==> config.mk <==
export PLATFORM = sky130hd
export DESIGN_NAME = des_core_arbiter
export DESIGN_NICKNAME = d
export VERILOG_FILES = /design/src/rtl/des_pkg.sv /design/src/rtl/des_tag_pipe.sv /design/src/rtl/des_core_arbiter.sv
export SDC_FILE = /design/constraint.sdc
export NUM_CORES = 1
export LEC_CHECK = 0
export BUFFER_PORTS_ARGS = -buffer_cell sky130_fd_sc_hd__clkbuf_2
export CAP_MARGIN = 20
export CORE_AREA = 2 2 226 228
export DETAILED_ROUTE_END_ITERATION = 8
export DIE_AREA = 0 0 228 230
export MAX_ROUTING_LAYER = met4
export PLACE_DENSITY = 0.33
export SYNTH_ARGS = -nofsm -noshare
export SYNTH_HDL_FRONTEND = slang
export SYNTH_SLANG_ARGS = --single-unit
export TNS_END_PERCENT = 50
==> constraint.sdc <==
create_clock -name clk -period 1.89 [get_ports clk]
set_input_delay 0.0945 -clock clk [delete_from_list [all_inputs] [get_ports clk]]
set_output_delay 0.0945 -clock clk [all_outputs]
set_load 0.05 [all_outputs]
==> src/rtl/des_pkg.sv <==
// Shared definitions for the DES core arbiter.
//   DW           : data/key width of the shared DES core
//   CORE_LATENCY : cycles from the core sampling load to valid data_out
//   req_id_t     : requester identifier (0 or 1)
//   tag_t        : in-flight job tag {v, id}
package des_pkg;

  localparam int unsigned DW           = 64;
  localparam int unsigned CORE_LATENCY = 2;

  typedef logic req_id_t;

  typedef struct packed {
    logic    v;
    req_id_t id;
  } tag_t;

endpackage

==> src/rtl/des_tag_pipe.sv <==
// Shift register of job tags that tracks jobs inside the DES core.
// Ports:
//   i_clk     : clock
//   i_clr     : synchronous clear, invalidates every stage
//   i_v, i_id : tag entering stage 1 this cycle
//   o_last_v  : last stage holds a valid job (core output valid now)
//   o_last_id : requester that owns the job in the last stage
//   o_any_v   : any stage holds a valid job
module des_tag_pipe
  import des_pkg::*;
#(
  parameter int unsigned Depth = CORE_LATENCY
) (
  input  logic i_clk,
  input  logic i_clr,
  input  logic i_v,
  input  logic i_id,
  output logic o_last_v,
  output logic o_last_id,
  output logic o_any_v
);

  tag_t r_stage [Depth];

  always_ff @(posedge i_clk) begin
    if (i_clr) begin
      for (int unsigned k = 0; k < Depth; k++) begin
        r_stage[k] <= '0;
      end
    end else begin
      r_stage[0] <= '{v: i_v, id: i_id};
      for (int unsigned k = 1; k < Depth; k++) begin
        r_stage[k] <= r_stage[k-1];
      end
    end
  end

  always_comb begin
    o_any_v = 1'b0;
    for (int unsigned k = 0; k < Depth; k++) begin
      o_any_v = o_any_v | r_stage[k].v;
    end
  end

  assign o_last_v  = r_stage[Depth-1].v;
  assign o_last_id = r_stage[Depth-1].id;

endmodule

==> src/rtl/des_core_arbiter.sv <==
// Round-robin sharing of one pipelined DES core between two requesters.
// Ports:
//   clk, reset            : clock, synchronous active-high reset
//   pause                 : blocks new grants; in-flight jobs still drain
//   reqN_valid/key/data   : requester N job (held stable until ready)
//   reqN_ready            : job accepted this cycle (combinational grant)
//   core_load/key/data    : drive the shared core inputs
//   core_dout             : core output, valid when the last tag stage is valid
//   rspN_valid/data       : registered one-cycle ciphertext pulse to requester N
//   busy                  : a job is in flight or a response is being presented
module des_core_arbiter
  import des_pkg::*;
#(
  parameter int unsigned CORE_LATENCY = des_pkg::CORE_LATENCY,
  parameter int unsigned DW           = des_pkg::DW
) (
  input  logic          clk,
  input  logic          reset,
  input  logic          pause,
  input  logic          req0_valid,
  input  logic [DW-1:0] req0_key,
  input  logic [DW-1:0] req0_data,
  output logic          req0_ready,
  input  logic          req1_valid,
  input  logic [DW-1:0] req1_key,
  input  logic [DW-1:0] req1_data,
  output logic          req1_ready,
  output logic          core_load,
  output logic [DW-1:0] core_key,
  output logic [DW-1:0] core_data,
  input  logic [DW-1:0] core_dout,
  output logic          rsp0_valid,
  output logic [DW-1:0] rsp0_data,
  output logic          rsp1_valid,
  output logic [DW-1:0] rsp1_data,
  output logic          busy
);

  logic          r_prio;
  logic          w_grant0;
  logic          w_grant1;
  logic          w_last_v;
  req_id_t       w_last_id;
  logic          w_any_v;
  logic          r_rsp0_valid;
  logic          r_rsp1_valid;
  logic [DW-1:0] r_rsp0_data;
  logic [DW-1:0] r_rsp1_data;

  // Grant: a lone requester wins outright; on contention r_prio decides.
  always_comb begin
    w_grant0 = 1'b0;
    w_grant1 = 1'b0;
    if (!reset && !pause) begin
      if (req0_valid && req1_valid) begin
        w_grant0 = ~r_prio;
        w_grant1 = r_prio;
      end else begin
        w_grant0 = req0_valid;
        w_grant1 = req1_valid;
      end
    end
  end

  assign req0_ready = w_grant0;
  assign req1_ready = w_grant1;
  assign core_load  = w_grant0 | w_grant1;

  always_comb begin
    core_key  = '0;
    core_data = '0;
    if (w_grant0) begin
      core_key  = req0_key;
      core_data = req0_data;
    end else if (w_grant1) begin
      core_key  = req1_key;
      core_data = req1_data;
    end
  end

  // The requester just served drops to lowest priority.
  always_ff @(posedge clk) begin
    if (reset) begin
      r_prio <= 1'b0;
    end else if (w_grant0) begin
      r_prio <= 1'b1;
    end else if (w_grant1) begin
      r_prio <= 1'b0;
    end
  end

  des_tag_pipe #(
    .Depth (CORE_LATENCY)
  ) u_tag_pipe (
    .i_clk     (clk),
    .i_clr     (reset),
    .i_v       (core_load),
    .i_id      (w_grant1),
    .o_last_v  (w_last_v),
    .o_last_id (w_last_id),
    .o_any_v   (w_any_v)
  );

  // Capture the core output in the cycle its tag reaches the last stage.
  always_ff @(posedge clk) begin
    if (reset) begin
      r_rsp0_valid <= 1'b0;
      r_rsp1_valid <= 1'b0;
      r_rsp0_data  <= '0;
      r_rsp1_data  <= '0;
    end else begin
      r_rsp0_valid <= w_last_v && !w_last_id;
      r_rsp1_valid <= w_last_v && w_last_id;
      if (w_last_v && !w_last_id) begin
        r_rsp0_data <= core_dout;
      end
      if (w_last_v && w_last_id) begin
        r_rsp1_data <= core_dout;
      end
    end
  end

  assign rsp0_valid = r_rsp0_valid;
  assign rsp1_valid = r_rsp1_valid;
  assign rsp0_data  = r_rsp0_data;
  assign rsp1_data  = r_rsp1_data;
  assign busy       = w_any_v | r_rsp0_valid | r_rsp1_valid;

endmodule

== Word level (Yosys, flattened, before mapping) ==
Memories as Yosys holds them, arrays and structs flattened.
Index checks and enable logic that the tools add are counted.
Operators by class
  bitwise logic cells: 7
  shift operators: 0
  equality and inequality tests: 0
  multiply operators: 0
  reductions and logical operators: 8
  mux-type cells: 15
  $add $sub $neg: 0
  order comparisons: 0
  div/mod/pow operators: 0
Operators by type and width (number)
  $mux 64: 4
  $mux 1: 9
  $or 1x1->1: 6
  $logic_and 1x1->1: 4
  $mux 2: 2
  $logic_not 1->1: 3
  $reduce_bool 2->1: 1
  $not 1->1: 1
Storage, ports and cells
  bits in latches: 0
  bits in registers: 131
  word-level logic and storage cells: 36
  bits in writable memories: 4
  output and inout port bits: 262
  memories: 1
  memory bits (read-only): 0
Memories
  u_tag_pipe.r_stage: depth 2, bits a word 2, read ports 2, clocked after Yosys merged registers in 0, wr ports 2, line des_tag_pipe.sv:23  | tag_t r_stage [Depth];

== Depth between registers and ports, before layout ==
Gate-level depths: netlist of the first run.
  depth in word-level cells: 5
  gate-level depth with buffers: 7
  depth with buffers taken out: 3

== Cells and area by module ==
A second synthesis of the first run with hierarchy kept.
Second synthesis, totals
  cell total of the unflattened synthesis: 739
  area, all modules: 5933.2 um2
By module, submodules not included
  des_core_arbiter: cells an instance 730, times used 1, sequential area each 2622.5 um2, area each 5821.8 um2
  des_tag_pipe: cells an instance 9, times used 1, sequential area each 80.1 um2, area each 111.4 um2

== Worst setup path before layout of the first run ==
No wires, ideal clock.
  path type: flip-flop to output port
  from: reg r_prio
  to: out core_key[53]
  setup slack: 0.022 ns
  cell stages (with the launch flop): 5
  arrival time: 1.774 ns
  cells stage by stage: dfxtp_1 -> nand2b_1 -> and3_1 -> clkbuf_1 -> a22o_1
Between the ends
  cells in the longest elaborated chain, start to end: 4
  elaborated cells between the ends (all ways): 7
Ends and longest elaborated chain
  from (decl): line des_core_arbiter.sv:39  | logic r_prio;
  from (signal assigned): line des_core_arbiter.sv:84  | r_prio <= 1'b0;
  from (signal assigned): line des_core_arbiter.sv:86  | r_prio <= 1'b1;
  from (signal assigned): line des_core_arbiter.sv:88  | r_prio <= 1'b0;
  $mux 1: line des_core_arbiter.sv:55  | if (req0_valid && req1_valid) begin
  $mux 1: line des_core_arbiter.sv:54  | if (!reset && !pause) begin
  net req1_ready: line des_core_arbiter.sv:27  | output logic req1_ready,
  $mux 64: line des_core_arbiter.sv:75  | end else if (w_grant1) begin
  $mux 64: line des_core_arbiter.sv:72  | if (w_grant0) begin
  to (decl): line des_core_arbiter.sv:29  | output logic [DW-1:0] core_key,
The timed path passes the listed nets, and every way through them passes these cells.

== Worst setup path in the final report of the first run ==
  from: reg r_prio
  to: out core_data[27]
Between the ends
  cells in the longest elaborated chain, start to end: 4
  elaborated cells between the ends (all ways): 7
Ends and longest elaborated chain
  $mux 1 / $not 1->1 (equally long branches): line des_core_arbiter.sv:55, des_core_arbiter.sv:56
  $mux 1, on equally long branches: line des_core_arbiter.sv:54, des_core_arbiter.sv:55
  $mux 64 / $mux 1 (equally long branches): line des_core_arbiter.sv:75, des_core_arbiter.sv:54
  $mux 64 *: line des_core_arbiter.sv:72
  to (decl): line des_core_arbiter.sv:30  | output logic [DW-1:0] core_data,
Every way passes the cells marked *; elsewhere a longest branch is shown, timed or not.

==> flow_summary.toml, run 1 <==
[floorplan]
die_w_um = 228
dieArea_um2 = 52400
die_y_um = 230
core_area_um2 = 49900
io_pins = 587
num_rows = 82
initial_core_util_pct = 11.9

[global_route]
grt_pass1_vias = 8219
grt-ovfl-total = 0
grt_pass1_wl_um = 61800
grt_max_degree = 86
grt_antenna_before_repair = 7
grt_usage_pct = 17.0

[layout]
drive_gt1_share_pct = 52.7
final_net_count = 1701
final_util_pct = 27.3
syn_to_final_growth_pct = 129
design_area_um2 = 13600

[place]
hpwl_um = 34900
placedInstanceArea_um2 = 10800
port_buffers = 586
gp_congestion = 0.951

[logic_synthesis]
synthesis.instances = 738
ys.flop_type = "dfxtp_1"
ys_seq_area_share_pct = 45.5
yosysTopAreaCellShare_pct = 45.5
ys_top_cells_by_area = "dfxtp_1, a22o_1, nand2_1"
synth_top_area_cell = "dfxtp_1"
syn_nets = 1063
yosysMostFrequentCell = "nand2_1"
synth.distinct_cells = 18
synthArstFlopShare_pct = 0
netlist_area_um2 = 5940
yosysWarnings = 0
synth_commonest_cells = "nand2_1, dfxtp_1, a21oi_1, a22o_1, buf_2"
synth_edf_count = 0
ys_ff_latch = 135
syn_area_per_cell_um2 = 8.05

[worst_setup_path]
arrival_ns = 1.87
crit_path_end_kind = "primary output"
slowest_delay_ns = 0.33
worstRegToRegCells = 4
worstPathCellList = "nand2b_4 -> and3_4 -> buf_12 -> buf_12 -> buf_16 -> a22o_1 -> buf_8"
crit_top_cell = "buf_12"
required_ns = 1.80
crit_type = "flip-flop to primary output"
cp_slowest_cell = "dfxtp_2"
start_kind = "flip-flop"
critPathMaxFanout = 6

[pwr]
cellPowerDensity_nw_per_um2 = 631
power_frac_comb_pct = 27.7
p_sw_share_pct = 32.5
ir_drop_uv = 588
fin_total_pwr_mw = 8.58
internal_power_mw = 5.79
p_leak_nw = 6.13
power_frac_seq_pct = 34.0
power_switching_mw = 2.79
p_clk_share_pct = 38.2

[drt]
avgRoutedWirePerCell_um = 22.5
drcViolationCount = 0
vias = 8227
drt-vias-per-instance = 3.98
drtPass1Iterations = 4
drt_wl_total_um = 46400
drtIter0Drc = 295
antenna_left = 0

[timing]
fmax_ghz = 0.509
finClkSkew_ns = 0.0139
setup_viol = 65
finalSetupTns_ns = -2.98
period_needed_ns = 1.97
min_period_over_period_pct = 104
holdWs_ns = 0.0755
rsz0062_at_grt = "true"
max_slew_margin_pct = 33.4
timing.final.hold_violations = 0
worst_pin_slew_ns = 0.999
setup_ws_ns = -0.0759
slew_violations = 0

[clock_tree]
clock_path_buffers = 2
root_buffer = "clkbuf_16"
clk_latency_ns = 0.44
numCtsBuffers = 17
cts_tree = "built"
h-tree-depth = 4
clk_transition_reported_paths_ns = 0.06
cts.sinks = 135

[status]
status = "finished with violations"
violations = "setup timing"

[flow_run]
cap_violations = 0

[worst_hold_path]
worst_hold_path_type = "input port to flip-flop"
hold-path-cell-count = 3
[cell type report]
type / instances / area (um^2)
Antenna cell: 6 / 15.0
Clock buffer: 18 / 429
Clock inverter: 14 / 139
Fill cell: 5456 / 36300
Multi-Input combinational cell: 531 / 3470
Sequential cell: 135 / 2700
Tap cell: 672 / 841
Timing Repair Buffer: 691 / 6000
[worst max-delay path: cells and delay by family (launching register included)]
family / cells / cell delay, ns
flops: 1 / 0.33
compound gates: 1 / 0.22
simple gates: 2 / 0.29
buf+inv: 4 / 0.58
[layout by cell type (no fill, tap or decap), types with 5 or more instances in the layout]
cell           netlist  final
diode_2              0      6
a21oi_1            128    128
nand2_1            258    257
dfxtp_1            135    134
buf_12               0     96
clkbuf_16            0     23
buf_16               0      7
a22o_1             128     60
clkbuf_8             0     11
buf_6               11     11
inv_6                0      5
a22o_4               0     68
buf_4                1      6
dlygate4sd3_1        0     67
buf_8                0     30
clkbuf_2             0    456
[per-layer routing]
| layer | routed length [um] | vias to the layer above | GRT usage, % | part of all wire (%) |
|---|---|---|---|---|
| li1 | - | 3858 | - | - |
| met2 | 23600 | 337 | 29.4 | 51 |
| met5 | 0 | - | - | 0 |
| met3 | 3730 | 28 | 6.04 | 8.0 |
| met4 | 675 | 0 | 3.02 | 1.5 |
| met1 | 18400 | 4004 | 19.1 | 40 |
[cell families after synthesis]
group	count (synthesis)	synth area share [%]
and+or+nand+nor	272	17.8
AOI/OAI and AO/OA	259	30.0
DFF	135	45.5
buffers and inverters	72	6.64
[state kept, by name (all words and copies together) (netlist names)]
name and count:
rsp0_data 64, r_prio 1, rsp0_valid 1, rsp1_data 64
rsp1_valid 1, u_tag_pipe.r_stage 4
[metrics by stage]
step / cells / setup WS (ns)
CTS: 2047 / -0.132
finish: 2067 / -0.0759
global route: 2067 / -0.143
detailed placement: 1938 / 0.176
global placement: 1938 / 0.199
floorplan: 738 / 0.0216
[power groups by stage]
stage               combinational, mW  sequential (mW)  clock, mW
floorplan                       0.781             3.13          0
global placement                 1.96             2.98          0
detailed placement               1.95             2.98          0
CTS                              2.23             2.92       3.42
global route                     2.48             2.92       3.53
finish                           2.38             2.92       3.28
[final timing paths]
check	start	endpoint	slack [ns]
worst max register to register	u_tag_pipe.r_stage[0][3]	rsp1_data[48]	0.55
worst min register to register	rsp1_data[27]	rsp1_data[27]	0.45
worst min-delay path	req1_valid	r_prio	0.08
worst max-delay path	r_prio	core_data[27]	-0.08
[timing repair]
item / 4_1_cts / 5_1_grt
pin swaps: 9 / 41
buffers inserted: 5 / 4
hold buffers: 67 / 0
hold endpoints to repair: 130 / 0
setup endpoints to repair: 129 / 130
cloned: 5 / 10
resized for setup: 119 / 94
No activity file was read; power rests on OpenSTA's default activity.
==> run 2: changes to the inputs <==
--- a/config.mk
+++ b/config.mk
@@ -5,6 +5,7 @@
 export SDC_FILE = /design/constraint.sdc
 export NUM_CORES = 1
 export LEC_CHECK = 0
+export ABC_CLOCK_PERIOD_IN_PS = 1890
 export BUFFER_PORTS_ARGS = -buffer_cell sky130_fd_sc_hd__clkbuf_2
 export CAP_MARGIN = 20
 export CORE_AREA = 2 2 226 228
==> constraint.sdc (replaced) <==
create_clock -name clk -period 1.89 [get_ports clk]
set_input_delay 0.0945 -clock clk [delete_from_list [all_inputs] [get_ports clk]]
set_output_delay 0.0945 -clock clk [all_outputs]
set_load 0.005 [all_outputs]
==> run 2 against run 1 <==
Effect of this change: the run still ends with setup timing left; sequential cell count stayed put; non-clock buffer count down 18; wire length is 3.9% lower; die area unchanged; sequential share of layout area is 4.2 points higher; count of clock-buffer cells in the layout up 3; largest cell class unchanged.
==> flow_summary.toml, run 2 (synthesis gave the netlist of run 1 again) <==
[status]
status = "finished with violations"
violations = "setup timing"

[timing]
slew_violations = 0
setup_ws_ns = -0.00291
min_period_over_period_pct = 100
worst_pin_slew_ns = 0.718
fmax_ghz = 0.528
period_needed_ns = 1.89
setup_viol = 1
finClkSkew_ns = 0.0145
finalSetupTns_ns = -0.00291
timing.final.hold_violations = 0
rsz0062_at_grt = "true"
max_slew_margin_pct = 52.1

[clock_tree]
numCtsBuffers = 17
cts_tree = "built"
clk_latency_ns = 0.44
root_buffer = "clkbuf_16"
h-tree-depth = 4
cts.sinks = 135
clock_path_buffers = 2
clk_transition_reported_paths_ns = 0.06

[floorplan]
core_area_um2 = 49900
dieArea_um2 = 52400
die_y_um = 230
initial_core_util_pct = 11.9
num_rows = 82
die_w_um = 228
io_pins = 587

[layout]
final_common_cell = "clkbuf_2"
final_cell_mix = "clkbuf_2, nand2_1, dfxtp_1"
drive_gt1_share_pct = 48.4
multi_input_area_um2 = 3040
fill_cells = 5744
seqCellArea_um2 = 2700
final_net_count = 1683
design_area_um2 = 11200
syn_to_final_growth_pct = 89.0

[global_route]
grt_usage_pct = 16.5
grt_pass1_wl_um = 59800
grt_antenna_before_repair = 15
grt_max_degree = 134
grt_pass1_vias = 8022
grt-ovfl-total = 0

[place]
hpwl_um = 34600
port_buffers = 586
place_ws_ns = 0.328
gp_congestion = 1.01
placedInstanceArea_um2 = 9530

[pwr]
fin_total_pwr_mw = 7.54
cellPowerDensity_nw_per_um2 = 672
p_leak_nw = 5.27
ir_drop_uv = 590

[drt]
drtPass1Iterations = 4
drcViolationCount = 0
drtIter0Drc = 302
vias = 8008
antenna_left = 0
drt_wl_total_um = 44600
drt-vias-per-instance = 3.89
avgRoutedWirePerCell_um = 21.7

[worst_setup_path]
critPathMaxFanout = 30
required_ns = 1.80
crit_path_end_kind = "primary output"
arrival_ns = 1.80
crit_type = "flip-flop to primary output"
start_kind = "flip-flop"

[flow_run]
cap_violations = 0

[worst_hold_path]
worst_hold_path_type = "input port to flip-flop"
## run 2: changes by cell type in the layout (fill, tap and decap cells not counted), moves of 9 or more
| cell | before | now |
|---|---|---|
| buf_8 | 30 | 1 |
| diode_2 | 6 | 15 |
| a22o_1 | 60 | 109 |
| clkbuf_2 | 456 | 570 |
| a22o_4 | 68 | 19 |
| buf_12 | 96 | 5 |
## run 2: critical path: stages (launching register included)
cell	delay, ns
dfxtp_2	0.32
nand2b_4	0.13
and3_4	0.18
buf_12	0.14
clkbuf_16	0.20
a22o_4	0.26
clkbuf_2	0.12
## run 2: path summary, 6_finish.rpt
| kind | start | endpoint | slack, ns | cells past startpoint |
|---|---|---|---|---|
| min | req1_valid | r_prio | 0.06 | 3 |
| max reg2reg | u_tag_pipe.r_stage[0][3] | rsp1_data[24] | 0.59 | 4 |
| min reg2reg | u_tag_pipe.r_stage[0][0] | u_tag_pipe.r_stage[0][2] | 0.43 | 1 |
| max | r_prio | core_key[43] | -0.003 | 6 |
## run 2: power by group
group	switching (mW)	internal [mW]
registers	0.0251	2.89
logic	0.613	0.643
clock network	1.35	2.01
## run 2: area by class of cell
cell class / count / share of cell area, %
Timing Repair Buffer: 673 / 35.8
Clock buffer: 21 / 4.10
Sequential cell: 135 / 24.1
Tap cell: 672 / 7.49
Antenna cell: 15 / 0.334
Clock inverter: 11 / 1.10
Multi-Input combinational cell: 531 / 27.1
## run 2: metrics by stage
step / hold slack [ns] / utilization, % / instances
final: 0.0572 / 22.5 / 2058
after global routing: 0.0537 / 22.5 / 2057
after CTS: 0.00800 / 21.8 / 2036
after detailed placement: 0.338 / 19.1 / 1937
after global placement: 0.333 / 19.1 / 1937
after floorplan: 0.205 / - / 738
## run 2: what timing repair did
item,in CTS,in global routing
cloned,0,4
pin swaps,2,23
resized for setup,13,44
buffers inserted,0,3
endpoints found under the setup margin,93,113
endpoints found under the hold margin,130,0
hold buffers,67,0
## run 2: layer usage
metal	vias up	part of all wire, %	GRT usage (%)	wire [um]
li1	3823	-	-	-
met1	3773	42	19.1	18800
met2	362	48	26.3	21600
met3	50	6.7	5.05	2990
met4	0	2.9	7.37	1300
met5	-	0	-	0
==> run 3: changes to the inputs <==
--- a/config.mk
+++ b/config.mk
@@ -5,14 +5,15 @@
 export SDC_FILE = /design/constraint.sdc
 export NUM_CORES = 1
 export LEC_CHECK = 0
-export ABC_CLOCK_PERIOD_IN_PS = 1890
+export ABC_CLOCK_PERIOD_IN_PS = 1650
 export BUFFER_PORTS_ARGS = -buffer_cell sky130_fd_sc_hd__clkbuf_2
 export CAP_MARGIN = 20
-export CORE_AREA = 2 2 226 228
+export CORE_AREA = 2 2 225 227
 export DETAILED_ROUTE_END_ITERATION = 8
-export DIE_AREA = 0 0 228 230
+export DIE_AREA = 0 0 227 229
 export MAX_ROUTING_LAYER = met4
-export PLACE_DENSITY = 0.33
+export PLACE_DENSITY = 0.35
+export REMOVE_ABC_BUFFERS = 1
 export SYNTH_ARGS = -nofsm -noshare
 export SYNTH_HDL_FRONTEND = slang
 export SYNTH_SLANG_ARGS = --single-unit
==> constraint.sdc (replaced) <==
create_clock -name clk -period 1.65 [get_ports clk]
set_input_delay 0.0825 -clock clk [delete_from_list [all_inputs] [get_ports clk]]
set_output_delay 0.0825 -clock clk [all_outputs]
set_load 0.005 [all_outputs]
==> run 3 against run 2 <==
Effect of this change: the run still ends with setup timing left; sequential power rose by 14%; die area fell by 0.87%; sequential cell count did not move; count of clock-buffer cells in the layout fell by 1; global-route usage rose by 2.6 points; total power rose by 18%; first-iteration DRC count rose by 44%; clock skew fell by 0.0052 ns; cell count rose by 0.24%; sequential share of layout area fell by 0.49 points; highest routed layer unchanged; cell area rose by 2.1%.
==> flow_summary.toml, run 3 (synthesis gave the netlist of run 1 again) <==
[worst_setup_path]
timing.rr.end = "rsp0_data[42]"
r2r_slack_ns = 0.39
crit_type = "flip-flop to primary output"
start_kind = "flip-flop"
worstRegToRegCells = 4
required_ns = 1.57
crit_path_end_kind = "primary output"
critPathMaxFanout = 13
r2r_start = "u_tag_pipe.r_stage[0][2]"
arrival_ns = 1.76

[drt]
vias = 8344
drtPass1Iterations = 5
drt-vias-per-instance = 4.04
antenna_left = 0
m1WireLength_um = 19200
topRoutingLayerUsed = "met4"
drt_wl_total_um = 51000
drcViolationCount = 0
drtIter0Drc = 435
avgRoutedWirePerCell_um = 24.7
wl_met2_um = 26300
dr_wl_met3_um = 3490

[flow_run]
cap_violations = 0

[timing]
worst_pin_slew_ns = 0.665
setup_viol = 128
finClkSkew_ns = 0.00925
min_period_over_period_pct = 112
timing.final.hold_violations = 0
rsz0062_at_grt = "true"
period_needed_ns = 1.85
slew_violations = 0
max_slew_margin_pct = 55.7
fmax_ghz = 0.541
setup_ws_ns = -0.197

[layout]
final_cell_mix = "clkbuf_2, nand2_1, dfxtp_1"
final_util_pct = 23.1
syn_to_final_growth_pct = 93.0
final_common_cell = "clkbuf_2"
final_net_count = 1695
drive_gt1_share_pct = 48.6
design_area_um2 = 11500

[clock_tree]
clk_latency_ns = 0.43
numCtsBuffers = 17
cts_tree = "built"
clock_path_buffers = 2
root_buffer = "clkbuf_16"
h-tree-depth = 4
cts.sinks = 135
clk_transition_reported_paths_ns = 0.06

[global_route]
grt_antenna_before_repair = 33
grt_pass1_wl_um = 66200
grt_pass1_vias = 8052
grt-ovfl-total = 0
grt_max_degree = 134
grt_usage_pct = 19.1

[worst_hold_path]
holdPathEnd = "u_tag_pipe.r_stage[0][0]"
hp-start = "pause"
hold-path-cell-count = 3
worst_hold_path_type = "input port to flip-flop"

[pwr]
cellPowerDensity_nw_per_um2 = 776
ir_drop_uv = 678
p_leak_nw = 5.38

[place]
hpwl_um = 40600
gp_congestion = 0.937
place_ws_ns = 0.0968
port_buffers = 586
placedInstanceArea_um2 = 9620

[floorplan]
core_area_um2 = 49700
die_y_um = 229
dieArea_um2 = 52000
num_rows = 82
die_w_um = 227
initial_core_util_pct = 12.0
io_pins = 587

[status]
violations = "setup timing"
status = "finished with violations"
run 3: worst max-delay path: stages (launching register included):
cell and delay [ns]:
dfxtp_2 0.33, nand2b_4 0.15, and3_4 0.23, buf_4 0.16, clkbuf_16 0.16, a22o_1 0.18
clkbuf_2 0.11
run 3: where the power goes:
| group | switching, mW | internal (mW) | total, mW |
|---|---|---|---|
| clock | 1.57 | 2.48 | 4.04 |
| combinational | 0.739 | 0.768 | 1.51 |
| sequential | 0.0287 | 3.32 | 3.34 |
| total | 2.33 | 6.56 | 8.90 |
run 3: how the worst max path moves through the flow:
stage	endpoint	slack, ns	depth (start not counted)	start
floorplan	core_data[0]	-1.48	3	r_prio
global placement	core_data[31]	0.1	6	reset
detailed placement	core_data[31]	0.1	6	reset
CTS	core_data[10]	-0.24	5	r_prio
global route	core_data[42]	-0.25	5	r_prio
finish	core_key[17]	-0.20	6	r_prio
run 3: cell type report:
class                      instances  area [um^2]
clock inverter                    12          165
multi-input combinational        532         3000
sequential                       135         2710
fill                            5700        38200
tap                              672          841
clock buffer                      20          457
antenna                            8         20.0
timing repair buffer             684         4280
run 3: timing repair:
item,CTS,global route
endpoints found under the hold margin,130,0
buffers inserted,2,4
resized for setup,27,57
gates cloned,2,8
endpoints found under the setup margin,129,131
hold buffers,67,0
pin swaps,15,20
run 3: stage by stage:
step	power (mW)	setup TNS (ns)	hold slack (ns)	cells
5_1_grt	9.33	-26.33	0.0317	2063
2_1_floorplan	3.73	-274.73	0.152	666
6_report	8.90	-18.51	0.0370	2063
3_3_place_gp	4.69	0	0.322	1942
4_1_cts	9.02	-23.60	0.0118	2045
3_5_place_dp	4.68	0	0.325	1942
run 3: routing by layer:
metal | vias up | global-route usage [%]
li1 | 3836 | -
met1 | 3974 | 20.4
met2 | 429 | 34.3
met3 | 105 | 4.70
met4 | 0 | 6.52
met5 | - | -
